### config.mk
export PLATFORM = sky130hd
export DESIGN_NAME = opb_register_simulink2ppc_buf
export DESIGN_NICKNAME = d
export VERILOG_FILES = /design/src/rtl/opb_register_simulink2ppc_buf.sv
export SDC_FILE = /design/constraint.sdc
export NUM_CORES = 1
export LEC_CHECK = 0
export BUFFER_PORTS_ARGS = -buffer_cell sky130_fd_sc_hd__clkbuf_2
export CAP_MARGIN = 20
export CORE_MARGIN = 3
export CORE_UTILIZATION = 48
export DETAILED_ROUTE_END_ITERATION = 12
export HOLD_SLACK_MARGIN = 0.05
export PLACE_DENSITY = 0.78
export SLEW_MARGIN = 15
export SYNTH_ARGS = -nofsm -noshare
export SYNTH_HDL_FRONTEND = slang
export SYNTH_SLANG_ARGS = --single-unit
### constraint.sdc
create_clock -name OPB_Clk -period 2.05 [get_ports OPB_Clk]
set_clock_uncertainty 0.1 [all_clocks]
set_input_delay 0.205 -clock OPB_Clk [delete_from_list [all_inputs] [get_ports OPB_Clk]]
set_output_delay 0.205 -clock OPB_Clk [all_outputs]
set_load 0.05 [all_outputs]
### src/rtl/opb_register_simulink2ppc_buf.sv
// OPB slave that hands a fabric-captured 32-bit word to the PowerPC, with a sticky
// new-data flag, a saturating overrun count and a freeze/clear control word.
module opb_register_simulink2ppc_buf #(
  parameter logic [31:0] C_BASEADDR   = 32'h0102D000,
  parameter logic [31:0] C_HIGHADDR   = 32'h0102D0FF,
  parameter int          C_OPB_AWIDTH = 32,
  parameter int          C_OPB_DWIDTH = 32,
  parameter              C_FAMILY     = "virtex6"
) (
  input  logic        OPB_Clk,
  input  logic        OPB_Rst_n,
  input  logic [0:31] OPB_ABus,
  input  logic [0:3]  OPB_BE,
  input  logic [0:31] OPB_DBus,
  input  logic        OPB_RNW,
  input  logic        OPB_select,
  input  logic        OPB_seqAddr,
  output logic [0:31] Sl_DBus,
  output logic        Sl_xferAck,
  output logic        Sl_errAck,
  output logic        Sl_retry,
  output logic        Sl_toutSup,
  input  logic [31:0] user_data_in,
  input  logic        user_data_valid,
  output logic        user_new_data
);

  localparam bit unused_params = (C_OPB_AWIDTH == 32) && (C_OPB_DWIDTH == 32) && (C_FAMILY != "");

  logic        unused_ok;
  logic        hit, ack_d, reg_sel, fire;
  logic [1:0]  word_idx;
  logic [31:0] rd_word;
  logic [31:0] data_q;
  logic        new_q, freeze_q;
  logic [15:0] ovr_q;
  logic        data_rd_p1, ctrl_wr_p1, frz_bit_p1, clr_bit_p1;
  logic        rd_clr, ctrl_wr, clr, cap;

  function automatic logic [15:0] sat_inc(input logic [15:0] v);
    return (v == 16'hFFFF) ? v : v + 16'd1;
  endfunction

  assign unused_ok  = ^{OPB_seqAddr, OPB_BE[0:2], OPB_DBus[0:29]};
  assign Sl_errAck  = 1'b0;
  assign Sl_retry   = 1'b0;
  assign Sl_toutSup = 1'b0;

  assign hit      = OPB_select && (OPB_ABus >= C_BASEADDR) && (OPB_ABus <= C_HIGHADDR);
  assign ack_d    = hit && !Sl_xferAck;
  assign word_idx = OPB_ABus[28:29];
  // Offsets 0x10 and above must not alias onto the three real words.
  assign reg_sel  = (OPB_ABus[24:27] == 4'd0);

  always_comb begin
    rd_word = '0;
    if (reg_sel) begin
      case (word_idx)
        2'd0:    rd_word = data_q;
        2'd1:    rd_word = {ovr_q, 14'd0, freeze_q, new_q};
        2'd2:    rd_word = {31'd0, freeze_q};
        default: rd_word = '0;
      endcase
    end
  end

  // Stage p0 -> p1: register ack, read data and the decoded access for the ack cycle
  always_ff @(posedge OPB_Clk or negedge OPB_Rst_n) begin
    if (!OPB_Rst_n) begin
      Sl_xferAck <= 1'b0;
      Sl_DBus    <= '0;
      data_rd_p1 <= 1'b0;
      ctrl_wr_p1 <= 1'b0;
      frz_bit_p1 <= 1'b0;
      clr_bit_p1 <= 1'b0;
    end else begin
      Sl_xferAck <= ack_d;
      Sl_DBus    <= ack_d ? rd_word : '0;
      if (ack_d) begin
        data_rd_p1 <= OPB_RNW && reg_sel && (word_idx == 2'd0);
        ctrl_wr_p1 <= !OPB_RNW && reg_sel && (word_idx == 2'd2) && OPB_BE[3];
        frz_bit_p1 <= OPB_DBus[31];
        clr_bit_p1 <= OPB_DBus[30];
      end
    end
  end

  // Side effects land at the edge closing the ack cycle, only if select is still held
  assign fire    = Sl_xferAck && OPB_select;
  assign rd_clr  = fire && data_rd_p1;
  assign ctrl_wr = fire && ctrl_wr_p1;
  assign clr     = ctrl_wr && clr_bit_p1;
  assign cap     = user_data_valid && !freeze_q;

  always_ff @(posedge OPB_Clk or negedge OPB_Rst_n) begin
    if (!OPB_Rst_n) begin
      data_q   <= '0;
      new_q    <= 1'b0;
      ovr_q    <= '0;
      freeze_q <= 1'b0;
    end else begin
      if (cap) data_q <= user_data_in;
      if (cap)                 new_q <= 1'b1;
      else if (clr || rd_clr)  new_q <= 1'b0;
      if (clr)                             ovr_q <= '0;
      else if (cap && new_q && !rd_clr)    ovr_q <= sat_inc(ovr_q);
      if (ctrl_wr) freeze_q <= frz_bit_p1;
    end
  end

  assign user_new_data = new_q;

endmodule

After elaboration in Yosys (flattened, before gate mapping)
Cells that the tools add are included.
- output and inout bits: 37
- word-level logic and storage cells: 50
- register bits after elaboration: 87
- input port bits: 106
- reduce and logical (&&, ||, !) cells: 25
- $add $sub $neg: 1
- muxes and demuxes: 8
- eq/ne operators: 4
- magnitude comparators: 2
- operators with widths (operator ; count):
    one-hot mux 32 bit (3 select lines) ; 1
    2-to-1 mux 32 bit ; 2
    2-to-1 mux 16 bit ; 3
    greater-or-equal comparator 32 x 25 -> 1 bit, second input constant ; 1
    less-or-equal comparator 32 x 25 -> 1 bit, second input constant ; 1
    adder 16 x 1 -> 16 bit, second input constant ; 1
    == test 16 bit, second input constant ; 1
    logical AND 1 bit ; 15
    logical NOT 1 bit ; 4
    logical NOT 4 bit ; 1
    nonzero test 2 bit ; 2
    == test 2 x 1 -> 1 bit, second input constant ; 1
    == test 2 bit, second input constant ; 1
    logical NOT 2 bit ; 1
    2-to-1 mux 1 bit ; 2
    inequality test 2 bit, second input constant ; 1
    AND reduction 2 bit ; 1
    logical OR 1 bit ; 1

Logic depth before layout (Yosys ltp)
- depth in word-level cells: 6
- mapped depth: 6
- gate-level depth less buffers: 6

Least setup slack after synthesis
OpenSTA, ideal clock, no wires.
- kind: register -> register
- start point: reg Sl_xferAck
- end point: reg Sl_DBus[16] (netlist name)
- required time: 1.884 ns
- stages on the path, launching flop included: 7
- path buffers: 1
- arrival: 1.763 ns
- slack: 0.121 ns
- clock period less this slack: 1.929 ns
- setup time: 0.066 ns
- path through: dfrtp_1 nor4b_2 nand4_1 nor2_4 and3_4 buf_6 and2_1
- longest elaborated chain between the ends: 3
- ends and longest elaborated chain (item ; line ; text):
    start: declaration ; 19 ; output logic Sl_xferAck,
    start signal: assignment ; 77 ; Sl_xferAck <= ack_d;
    logical NOT 1 bit ; 50 ; assign ack_d = hit && !Sl_xferAck;
    logical AND 1 bit ; 50 ;
    net ack_d ; 31 ; logic hit, ack_d, reg_sel, fire;
    2-to-1 mux 32 bit ; 78 ; Sl_DBus <= ack_d ? rd_word : '0;
    end signal: assignment ; 78 ;
    end: declaration ; 18 ; output logic [0:31] Sl_DBus,
The timed path passes the listed nets, and every way through them passes these cells.
A chain may end at the register's enable or synchronous reset.

Worst setup path in the final report
- start point: reg ovr_q[11]
- end point: reg ovr_q[8]
- longest elaborated chain between the ends: 3
- ends and longest elaborated chain (item ; line ; text):
    start: declaration ; 36 ; logic [15:0] ovr_q;
    start signal: assignment ; 106 ; else if (cap && new_q && !rd_clr) ovr_q <= sat_inc(ovr_q);
    == test 16 bit ; 41 ; return (v == 16'hFFFF) ? v : v + 16'd1;
    inequality test 2 bit (no source line) ; -- ;
    AND reduction 2 bit (no source line) ; -- ;
No other way between the ends.

==> results.cfg <==
[routing]
vias = 2665
firstDrtPassIters = 4
ant_nets = 0
routedWlPerCell_um = 14.4
routed_via_density = 4.94
drt_iter0_markers = 115
drc = 0
wl_um = 7800

[final_layout]
antenna_cells = 0
multi_input_area_um2 = 1430
syn_to_final_growth_pct = 33.5
final_cell_area_um2 = 4890
fin_nets = 543
fillCellCount = 579
seq_area_um2 = 2180
drive_gt1_share_pct = 38.8

[global_route]
grt_util_all_layers_pct = 19.4
met2_usage_pct = 32.6
grt_util_met1_pct = 25.3
grt-busiest-layer = met2
grt_max_degree = 47
antenna_found_initial = 0
met3_usage_pct = 2.98
first_global_vias = 2731
overflow = 0
grt_pass1_wl_um = 13100

[setup_path]
cpLargestDelayFamily = simple AND/OR/NAND/NOR gates
crit_path_start_kind = register
worst-path-buf-inv = 0
crit_path_cell_trace = nand4_1 -> nor4_2 -> nor3_1 -> xnor2_1 -> nor2_1
worstPathRequired_ps = 2180
arrival_ps = 2030
max_stage_delay_ps = 570
critPathCaptureType = register
path_max_fanout = 6
slowest_stage = nor4_2
crit_type = register to register

[clocking]
htreeDepth = 3
cts.path.max_buffers = 2
cts_sinks = 87
tritoncts = built
clock_latency_ps = 340
numCtsBuffers = 9
root_buffer = clkbuf_8
cts.clk_slew.worst_paths_ps = 90

[sta]
fmax_mhz = 526
slew_violations = 0
worst_pin_slew_ps = 608
fin_setup_tns_ps = 0
fin_crit_sh_pct = 92.7
setup_viol = 0
finalHoldViolCount = 0
maxSlewHeadroom_pct = 59.4
fin_crit_ps = 1900
hold_slack_ps = 85.6
rsz0062_at_grt = false

[pwr]
power_frac_clock_pct = 32.9
p_sw_uw = 932
power_density_nw_per_um2 = 755
p_leak_nw = 2.41
vdd.ir_drop.worst_mv = 0.393
p_int_mw = 2.76
combPwrFrac_pct = 13.8
p_seq_share_pct = 53.3
switching_share_pct = 25.2

[synthesis]
yosysWarningCount = 0
syn_area_per_cell_um2 = 12.7
syn_inst = 289
ys_seq_area_share_pct = 59.4
synth_cell_types = 38
netlist_area_um2 = 3670
yosys_register_bits = 87

[floorplan]
core-area_um2 = 7330
initial_core_util_pct = 50.0
die-area_um2 = 8720
die_w_um = 93.4
rows = 31
die_y_um = 93.4
ios = 143

[placed_design]
hpwl_um = 5240
place_congestion = 0.802
portBuffers = 103
place_area_um2 = 4310

[hold_path]
min-delay-path-class = input port to register

[job]
drv_cap = 0

[run_status]
status = completed
==> worst min-delay path, stage by stage <==
cell      delay, ps
clkbuf_2         80
nor4_2           60
nand3_1          80
nand2_1          50
==> area by class of cell <==
class | instances | area share, %
sequential | 87 | 44.5
multi-input combinational | 188 | 29.1
clock buffer | 12 | 3.17
timing repair buffer | 146 | 19.3
tap | 99 | 2.53
inverter | 4 | 0.307
clock inverter | 4 | 1.10
==> stage by stage <==
stage / util, % / worst slack (ps) / std cells / power, mW
CTS: 66.6 / 77.6 / 539 / 3.72
floorplan: - / 121 / 291 / 2.27
global placement: 58.8 / 228 / 487 / 2.43
detailed placement: 58.8 / 77.2 / 487 / 2.45
finish: 66.8 / 150 / 540 / 3.69
global route: 66.8 / 4.40 / 540 / 3.89
==> sequential cells by signal (all words and copies together), names as in the netlist <==
register,cells
data_rd_p1,1
frz_bit_p1,1
ctrl_wr_p1,1
ovr_q,16
freeze_q,1
user_new_data,1
data_q,32
Sl_DBus,32
clr_bit_p1,1
Sl_xferAck,1
==> synth_stat cells <==
library cell   n  area, um^2
dfrtp_1       87        2180
mux2i_1       20         200
nand4_2        1        12.5
and3_4         1        11.3
nor3b_1        1        7.51
nor4_2         3        37.5
a21oi_1        2        10.0
and3_1         2        12.5
nand2_1        9        33.8
nand3b_1       1        7.51
mux2_2        34         383
buf_4          4        30.0
nor3_1         4        20.0
nor4b_1        3        26.3
nor4bb_1       2        20.0
nor2_1        38         143
nand3_1        8        40.0
nor2b_1        1        6.26
and2_1        15        93.8
nand4_1        6        37.5
nor3_2         1        10.0
buf_2          2        10.0
and4_1         1        8.76
clkbuf_1       4        15.0
conb_1         1        3.75
inv_1          4        15.0
buf_6          1        11.3
ha_1           1        12.5
xnor2_1       14         123
o21ai_0        4        20.0
o21bai_1       1        7.51
nor2_4         1        11.3
a211oi_1       4        30.0
nor4_1         3        18.8
nand3b_4       1        20.0
nor4b_2        2        30.0
buf_1          1        3.75
or2_1          1        6.26
==> cell families (layout without fill, tap and decap cells) <==
group | count (synthesis) | count (layout) | share of synthesized area [%]
buf+inv | 16 | 166 | 2.32
fa+ha+maj | 1 | 1 | 0.341
compound gates | 11 | 11 | 1.84
mux | 54 | 54 | 15.9
xor+xnor | 14 | 14 | 3.34
other cells | 1 | 3 | 0.102
flops | 87 | 87 | 59.4
simple gates | 105 | 105 | 16.8
==> path summary, 6_finish.rpt <==
check	depth (start not counted)	from	slack, ps	to
setup / recovery	5	ovr_q[11]	150	ovr_q[8]
hold / removal	4	OPB_ABus[25]	90	ctrl_wr_p1
setup reg to reg	5	ovr_q[11]	150	ovr_q[8]
hold reg to reg	1	data_q[15]	380	Sl_DBus[16]
max in group asynchronous	3	OPB_Rst_n	900	ovr_q[12]
min in group asynchronous	2	OPB_Rst_n	310	Sl_DBus[1]
==> what timing repair did <==
action	CTS	global route
resized for setup	0	1
hold buffers	36	0
setup buffers	0	1
hold endpoints to repair	80	0
endpoints found under the setup margin	0	3
==> power by group through the flow <==
stage / Clock (mW) / Combinational (mW) / Sequential (mW)
2_1_floorplan: 0 / 0.308 / 1.96
3_3_place_gp: 0 / 0.439 / 1.99
3_5_place_dp: 0 / 0.453 / 2.00
4_1_cts: 1.24 / 0.510 / 1.96
5_1_grt: 1.31 / 0.583 / 1.99
6_report: 1.22 / 0.510 / 1.97
==> layout by cell type (no fill, tap or decap), types with 4 or more instances in the layout <==
cell type / count
a211oi_1: 4
dfrtp_1: 87
nand4_1: 6
clkbuf_2: 102
nand2_1: 9
nor3_1: 4
o21ai_0: 4
clkbuf_8: 11
mux2i_1: 20
nand3_1: 8
nor4_2: 4
buf_4: 7
xnor2_1: 14
and2_1: 15
dlygate4sd3_1: 36
mux2_2: 34
nor2_1: 38
inv_1: 4
==> layer usage <==
layer  wire [um]  vias to the layer above
met1        3350                     1279
met5           0                        -
met2        3870                       83
li1            -                     1290
met3         418                       13
met4         161                        0
(Power assumes the default switching activity.)
